$ cat src/rtl/hazard_unit.sv
// hazard_unit: pipeline hazard controller for the five-stage RV32I core.
//
// Keeps a shadow copy of the E/M/W destination-register state. From that state and the
// instruction currently in D it produces:
//   - the execute-stage operand forwarding selects, and
//   - the stall and flush controls for the F/D/E pipeline registers.
// It covers RAW forwarding from M and W, load-use stalls and taken-branch flushes.
//
// Optional feature macro: HAZARD_MULDIV_EN
//   When the macro is defined, a mul/div instruction occupies E for MUL_LAT cycles.
//   F, D and E are stalled meanwhile.
//   When the macro is undefined, StallE is tied low and MulD is ignored.
//
// Parameters:
//   MUL_LAT     cycles a mul/div occupies E (1..15, 1 = no stall)
//
// Ports:
//   clk         core clock, all state updates on the rising edge
//   rst_n       synchronous active-low reset; outputs are forced while it is low
//   Rs1D/Rs2D   source registers of the instruction in D
//   RdD         destination register of the instruction in D
//   RegWriteD   instruction in D writes RdD
//   ResultSrcD  result select of the instruction in D (2'b01 = load)
//   MulD        instruction in D is mul/div
//   PCSrcE      branch/jump taken, resolved in E
//   ForwardAE/BE  operand select for E: 00 regfile, 01 ResultW, 10 ALUResultM
//   StallF/D/E  hold PC, F/D and D/E registers
//   FlushD/E    clear F/D and D/E registers (insert bubble)

module hazard_unit #(
    parameter int unsigned MUL_LAT = 4
) (
    input  logic       clk,
    input  logic       rst_n,
    input  logic [4:0] Rs1D,
    input  logic [4:0] Rs2D,
    input  logic [4:0] RdD,
    input  logic       RegWriteD,
    input  logic [1:0] ResultSrcD,
    input  logic       MulD,
    input  logic       PCSrcE,
    output logic [1:0] ForwardAE,
    output logic [1:0] ForwardBE,
    output logic       StallF,
    output logic       StallD,
    output logic       StallE,
    output logic       FlushD,
    output logic       FlushE
);

    localparam logic [3:0] CntLast = 4'(MUL_LAT - 1);

    // Forwarding select values
    localparam logic [1:0] FwdRf = 2'b00;
    localparam logic [1:0] FwdW  = 2'b01;
    localparam logic [1:0] FwdM  = 2'b10;

    // E-stage shadow
    logic [4:0] rs1_e_q, rs1_e_d;
    logic [4:0] rs2_e_q, rs2_e_d;
    logic [4:0] rd_e_q, rd_e_d;
    logic       regwrite_e_q, regwrite_e_d;
    logic       load_e_q, load_e_d;

    // M-stage shadow
    logic [4:0] rd_m_q, rd_m_d;
    logic       regwrite_m_q, regwrite_m_d;

    // W-stage shadow
    logic [4:0] rd_w_q, rd_w_d;
    logic       regwrite_w_q, regwrite_w_d;

    // Unmasked internal controls; the outputs are these gated by reset
    logic       stall_e;
    logic       lw_stall;
    logic       flush_e;
    logic       load_d;
    logic [1:0] fwd_a;
    logic [1:0] fwd_b;

    assign load_d = (ResultSrcD == 2'b01);

`ifdef HAZARD_MULDIV_EN
    logic       mul_e_q, mul_e_d;
    logic [3:0] cnt_q, cnt_d;

    // Hold E until the mul/div has spent its last cycle there
    assign stall_e = mul_e_q && (cnt_q != CntLast);

    always_comb begin
        cnt_d   = 4'd0;
        mul_e_d = mul_e_q;
        if (stall_e) begin
            cnt_d = cnt_q + 4'd1;
        end
        if (flush_e) begin
            mul_e_d = 1'b0;
        end else if (!stall_e) begin
            mul_e_d = MulD;
        end
    end

    always_ff @(posedge clk) begin
        if (!rst_n) begin
            mul_e_q <= 1'b0;
            cnt_q   <= 4'd0;
        end else begin
            mul_e_q <= mul_e_d;
            cnt_q   <= cnt_d;
        end
    end
`else
    assign stall_e = 1'b0;

    // MulD and the latency setting have no effect in this build
    logic unused_muldiv;
    assign unused_muldiv = ^{MulD, CntLast};
`endif

    // M has priority over W; x0 is hard-wired and never forwards
    function automatic logic [1:0] fwd_sel(
        input logic [4:0] rs,
        input logic [4:0] rd_m,
        input logic       wr_m,
        input logic [4:0] rd_w,
        input logic       wr_w
    );
        if (wr_m && (rd_m != 5'd0) && (rd_m == rs)) begin
            return FwdM;
        end else if (wr_w && (rd_w != 5'd0) && (rd_w == rs)) begin
            return FwdW;
        end
        return FwdRf;
    endfunction

    always_comb begin
        fwd_a = fwd_sel(rs1_e_q, rd_m_q, regwrite_m_q, rd_w_q, regwrite_w_q);
        fwd_b = fwd_sel(rs2_e_q, rd_m_q, regwrite_m_q, rd_w_q, regwrite_w_q);
    end

    // Conservative: rs2 is compared even if the D instruction does not read it
    assign lw_stall = load_e_q && (rd_e_q != 5'd0) && ((rd_e_q == Rs1D) || (rd_e_q == Rs2D));

    // A multi-cycle op in E must not be discarded while it is still running
    assign flush_e = (lw_stall || PCSrcE) && !stall_e;

    always_comb begin
        ForwardAE = FwdRf;
        ForwardBE = FwdRf;
        StallF    = 1'b0;
        StallD    = 1'b0;
        StallE    = 1'b0;
        FlushD    = 1'b1;
        FlushE    = 1'b1;
        if (rst_n) begin
            ForwardAE = fwd_a;
            ForwardBE = fwd_b;
            StallF    = lw_stall || stall_e;
            StallD    = lw_stall || stall_e;
            StallE    = stall_e;
            FlushD    = PCSrcE;
            FlushE    = flush_e;
        end
    end

    // Shadow pipeline next state
    always_comb begin
        rs1_e_d      = rs1_e_q;
        rs2_e_d      = rs2_e_q;
        rd_e_d       = rd_e_q;
        regwrite_e_d = regwrite_e_q;
        load_e_d     = load_e_q;
        if (flush_e) begin
            rs1_e_d      = 5'd0;
            rs2_e_d      = 5'd0;
            rd_e_d       = 5'd0;
            regwrite_e_d = 1'b0;
            load_e_d     = 1'b0;
        end else if (!stall_e) begin
            rs1_e_d      = Rs1D;
            rs2_e_d      = Rs2D;
            rd_e_d       = RdD;
            regwrite_e_d = RegWriteD;
            load_e_d     = load_d;
        end

        // E is held, so M receives a bubble instead of a duplicate
        rd_m_d       = rd_e_q;
        regwrite_m_d = regwrite_e_q;
        if (stall_e) begin
            regwrite_m_d = 1'b0;
        end

        rd_w_d       = rd_m_q;
        regwrite_w_d = regwrite_m_q;
    end

    always_ff @(posedge clk) begin
        if (!rst_n) begin
            rs1_e_q      <= 5'd0;
            rs2_e_q      <= 5'd0;
            rd_e_q       <= 5'd0;
            regwrite_e_q <= 1'b0;
            load_e_q     <= 1'b0;
            rd_m_q       <= 5'd0;
            regwrite_m_q <= 1'b0;
            rd_w_q       <= 5'd0;
            regwrite_w_q <= 1'b0;
        end else begin
            rs1_e_q      <= rs1_e_d;
            rs2_e_q      <= rs2_e_d;
            rd_e_q       <= rd_e_d;
            regwrite_e_q <= regwrite_e_d;
            load_e_q     <= load_e_d;
            rd_m_q       <= rd_m_d;
            regwrite_m_q <= regwrite_m_d;
            rd_w_q       <= rd_w_d;
            regwrite_w_q <= regwrite_w_d;
        end
    end

endmodule

$ cat config.mk
export PLATFORM = sky130hd
export DESIGN_NAME = hazard_unit
export DESIGN_NICKNAME = d
export VERILOG_FILES = /design/src/rtl/hazard_unit.sv
export SDC_FILE = /design/constraint.sdc
export NUM_CORES = 1
export LEC_CHECK = 0
export CAP_MARGIN = 25
export CELL_PAD_IN_SITES_DETAIL_PLACEMENT = 1
export CELL_PAD_IN_SITES_GLOBAL_PLACEMENT = 2
export CORE_MARGIN = 8
export CORE_UTILIZATION = 31
export CTS_BUF_LIST = sky130_fd_sc_hd__clkbuf_8
export DETAILED_ROUTE_END_ITERATION = 6
export PLACE_DENSITY_LB_ADDON = 0.1
export SLEW_MARGIN = 10
export SYNTH_ARGS = -nofsm -noshare
export SYNTH_HDL_FRONTEND = slang
export SYNTH_SLANG_ARGS = --single-unit
$ cat constraint.sdc
create_clock -name clk -period 2.04 [get_ports clk]
set_input_delay 0.408 -clock clk [delete_from_list [all_inputs] [get_ports clk]]
set_output_delay 0.408 -clock clk [all_outputs]
set_load 0.005 [all_outputs]
Word-level counts from Yosys, hierarchy flattened
Cells that the tools add are included.
{"block": "totals", "ff_bits": 29, "elab_cells": 46, "input_bits": 22, "out_inout_bits": 9}
{"block": "op_classes", "n_eq_ne": 7, "mux": 15, "n_bitwise": 1, "n_reduce_logical": 14}
{"cell": "$eq A5 B5 Y1", "n": 6}
{"cell": "$mux W2", "n": 8}
{"cell": "$reduce_bool A5 Y1", "n": 3}
{"cell": "$logic_and A1 B1 Y1", "n": 8}
{"cell": "$mux W1", "n": 7}
{"cell": "$eq A2 B1 Y1 const B", "n": 1}
{"cell": "$logic_or A1 B1 Y1", "n": 2}
{"cell": "$reduce_or A2 Y1", "n": 1}
{"cell": "$not A1 Y1", "n": 1}

Logic depth before layout (Yosys ltp)
{"block": "depth", "depth_word": 7, "depth_mapped": 5, "depth_no_buf": 4}

Least setup slack after synthesis
Ideal clock, no wire load.
{"block": "synth_path", "path_kind": "flip-flop to output port", "from": "register rd_e_q[1]", "to": "output port StallF", "stages_incl_launch_ff": 6, "path_slack_ns": 0.183, "n_path_buf": 2, "arrival_time_ns": 1.449, "t_required_ns": 1.632, "path_cell_list": "dfxtp_1 or4_1 o21a_1 buf_6 and3_1 buf_4"}
{"block": "synth_via", "elab_chain_cells": 4, "elab_cells_between_ends": 7, "cone_classes": "eq/ne: 2; mux: 1; reduce/logical: 4"}
{"element": "from (decl)", "line_no": "61", "rtl": "logic [4:0] rd_e_q, rd_e_d;"}
{"element": "from (signal assigned)", "line_no": "212", "rtl": "rd_e_q <= rd_e_d;"}
{"element": "$eq A5 B5 Y1 / $reduce_bool A5 Y1 (equally long branches)", "line_no": "142", "rtl": "assign lw_stall = load_e_q && (rd_e_q != 5'd0) && ((rd_e_q == Rs1D) || (rd_e_q == Rs2D));"}
{"element": "$logic_or A1 B1 Y1 / $logic_and A1 B1 Y1 (equally long branches)", "line_no": "142"}
{"element": "$logic_and A1 B1 Y1 (*)", "line_no": "142"}
{"element": "$mux W1 (*)"}
{"element": "to (decl)", "line_no": "44", "rtl": "output logic StallF,"}
Every way passes the cells marked *; elsewhere a longest branch is shown, timed or not.

Final worst setup path
{"block": "layout_path", "from": "register rd_w_q[4]", "to": "output port ForwardAE[0]"}
{"block": "layout_via", "elab_chain_cells": 7, "elab_cells_between_ends": 8, "cone_classes": "eq/ne: 1; mux: 4; reduce/logical: 3"}
{"element": "from (decl)", "line_no": "70", "rtl": "logic [4:0] rd_w_q, rd_w_d;"}
{"element": "from (signal assigned)", "line_no": "217", "rtl": "rd_w_q <= rd_w_d;"}
{"element": "$reduce_bool A5 Y1", "line_no": "130", "rtl": "end else if (wr_w && (rd_w != 5'd0) && (rd_w == rs)) begin"}
{"element": "$logic_and A1 B1 Y1", "line_no": "130"}
{"element": "$logic_and A1 B1 Y1 (*)", "line_no": "130"}
{"element": "$mux W1 (*)", "line_no": "130"}
{"element": "$mux W1 (*)", "line_no": "128", "rtl": "if (wr_m && (rd_m != 5'd0) && (rd_m == rs)) begin"}
{"element": "$mux W2 (*)", "line_no": "133", "rtl": "return FwdRf;"}
{"element": "$mux W2 (*)", "line_no": "155", "rtl": "if (rst_n) begin"}
{"element": "to (decl)", "line_no": "42", "rtl": "output logic [1:0] ForwardAE,"}
Marks and branches as above.

==> results.md <==
* Top Metal Used: met4
* Period utilization at 110%
* Crit start category: register
* Clk slew on worst S/H paths at roughly 60 ps
* DR vias at ~1100
* Antenna viol nets, final at 0
* #FFs+latches synth at 29
* Pin count of the biggest net entering global routing at 18
* CTS tree: yes
* Num ports at 31
* Setup ws final at -199 ps
* Dpl cell area at 1780 µm²
* PD cells at 611 nW/µm²
* Drt drc at 0
* Gpl congestion at about 0.76
* Final net count at around 220
* Failing checks: negative setup slack
* Synthesized-area fraction occupied by adder cells at 0%
* Met1 WL at roughly 1600 µm
* HP Class: in -> reg
* Drt initial violations at 17
* Clk sink count at 29
* Antenna diode count at 0
* Synth warn at 0
* Hpwl dp at 2800 µm
* Met2 wire length at 2000 µm
* Worst setup EP type: output port
* Vias in the first global route at roughly 1300
* Max Transition Viols Final at 0
* Unrepaired setup endpoints after global routing: true
* Area grow syn2layout at 50.3%
* Vias/cell at 4.48
* Initial antenna violation count at 0
* # H-tree levels at 2
* Mapped Cells at between 100 and 150
* MaxCap Viol Count at 0
* Die height at between 80 and 90 µm
* Grt ovf at 0
* CTS Hold Bufs at 0
* Worst VDD drop at between 0.3 and 0.4 mV
* GRT Total Usage at 12.4%
* Most common cell after layout, fill and taps aside: buf_4
* Largest family of logic cells by synthesized area: XOR/XNOR gates
* Final setup fails at 7
* CTS Root Cell: clkbuf_8
* Total power at 1.23 mW
* DR WL/cell at about 16 µm
* WL met3 at 156 µm
* Synth Area in Simple Gates at between 10% and 20%
* Compound-Gate Fraction of Synth Area at around 12%
* Cell area after synthesis at 1340 µm²
* DIE AREA at 6680 µm²
* Hold Fails Final Rpt at 0
* Total nets after synthesis at around 160
* DRT Wirelength at between 3000 and 4000 µm
* IO Port Bufs at 28
* Cell variety after synth at 26
* Sequential share of the synthesized area at between 40% and 50%
* Max Buffers Root-to-Sink at 2
* Syn avg cell area at around 9.6 µm²
* Worst-path maximum fanout at 2
* Max Freq at 0.447 GHz
* Crit path DAT at about 1800 ps
* First-pass GRT wire length at 6160 µm
* Final instance area at 2010 µm²
* Period minus WS final at 2240 ps
* Die X at 81.7 µm
* Core box area at around 4300 µm²
* Setup CP Type: reg -> out
* Initial Util at 31.4%
* FP Rows at 24
* Post-synthesis mux area share at 0%
* Outcome: finished with violations
* Commonest cells after routing, fill and taps aside: buf_4 (25), dfxtp_1 (24), nand2_1 (18), xnor2_1 (15), clkdlybuf4s50_1 (14)
* Clock latency on the worst-skew pair at approximately 280 ps
* XOR/XNOR share of the synthesized area at around a fifth
* Worst path required time at ~1600 ps
* Drt pass-1 iters at 3
* Leakage Power at 0.900 nW
* CTS Buf Count at 5
* Share of layout cells above drive strength 1 at between 30% and 40%
* Post-Route Skew at between 3 and 4 ps
==> timing repair <==
action | in CTS | in global routing
resized for setup | 39 | 18
setup endpoints to repair | 8 | 8
setup buffers | 7 | 1
pin swaps | 14 | 15
==> synth_stat cells <==
cell type,instances,area share (%)
nand3_1,4,1.5
inv_1,1,0.28
nand2_1,18,5.0
buf_12,1,1.5
dfxtp_1,29,43
or4_1,5,2.8
nor2b_1,1,0.47
xor2_1,14,9.2
o21ai_2,1,0.65
buf_6,1,0.84
xnor2_1,16,10
buf_2,2,0.75
a21oi_1,7,2.6
o21a_1,1,0.56
nand3b_1,1,0.56
and2_2,1,0.56
and2_1,13,6.1
a21o_1,1,0.56
o211ai_1,1,0.56
clkbuf_1,2,0.56
conb_1,1,0.28
nor4_1,4,1.9
a21oi_2,10,6.5
buf_4,2,1.1
and3_1,1,0.47
o22ai_2,1,0.93
==> sequential cells by signal, indices dropped and copies added (netlist names) <==
name          cells
load_e_q          1
rs1_e_q           5
regwrite_e_q      1
regwrite_m_q      1
rd_w_q            5
rs2_e_q           5
rd_e_q            5
rd_m_q            5
regwrite_w_q      1
==> worst max-delay path, stage by stage, from the launching register on <==
cell and delay, ps:
dfxtp_2 330, buf_6 120, xor2_1 160, or4_1 510
nor4_1 270, buf_2 160
==> metrics by stage <==
| step | utilization [%] | hold slack [ps] | cells | setup slack (ps) | TNS [ps] |
|---|---|---|---|---|---|
| after floorplan | - | 412 | 139 | 183 | 0 |
| after global placement | 41.7 | 419 | 232 | -632 | -3270 |
| after detailed placement | 41.7 | 427 | 232 | -663 | -3380 |
| after CTS | 45.6 | 442 | 247 | -199 | -1160 |
| after global routing | 47.2 | 419 | 248 | -302 | -1380 |
| final | 47.2 | 427 | 248 | -199 | -876 |
==> kinds of logic after synthesis <==
logic type,count (synthesis)
AND/OR/NAND/NOR,48
other,1
buffers and inverters,9
flip-flops,29
AO/OA/AOI/OAI,22
XOR/XNOR,30
==> final cells by class <==
class	count	area (µm²)
fill	480	2250
multi-input combinational	101	777
sequential	29	589
timing repair buffer	57	497
clock buffer	5	68.8
tap	52	65.1
clock inverter	3	13.8
inverter	1	3.75
==> worst paths after layout <==
path              cells after the start  slack [ps]            to    startpoint
hold reg to reg                       1         440  regwrite_m_q  regwrite_e_q
hold / removal                        3         430    rs2_e_q[4]       Rs2D[4]
setup / recovery                      5        -200  ForwardAE[0]     rd_w_q[4]
setup reg to reg                      6         320    rs1_e_q[4]     rd_e_q[4]
==> where the power goes <==
| group | internal [mW] | leakage [nW] | switching (mW) |
|---|---|---|---|
| combinational | 0.103 | 0.611 | 0.0807 |
| clock | 0.231 | 0.0491 | 0.215 |
| sequential | 0.585 | 0.239 | 0.0165 |
| total | 0.918 | 0.900 | 0.312 |
==> layer usage <==
metal | up-vias | global-route usage, %
met5 | - | 0
met2 | 21 | 22.0
li1 | 569 | -
met3 | 9 | 4.27
met1 | 511 | 13.3
met4 | 0 | 4.21
(Power assumes the default switching activity.)
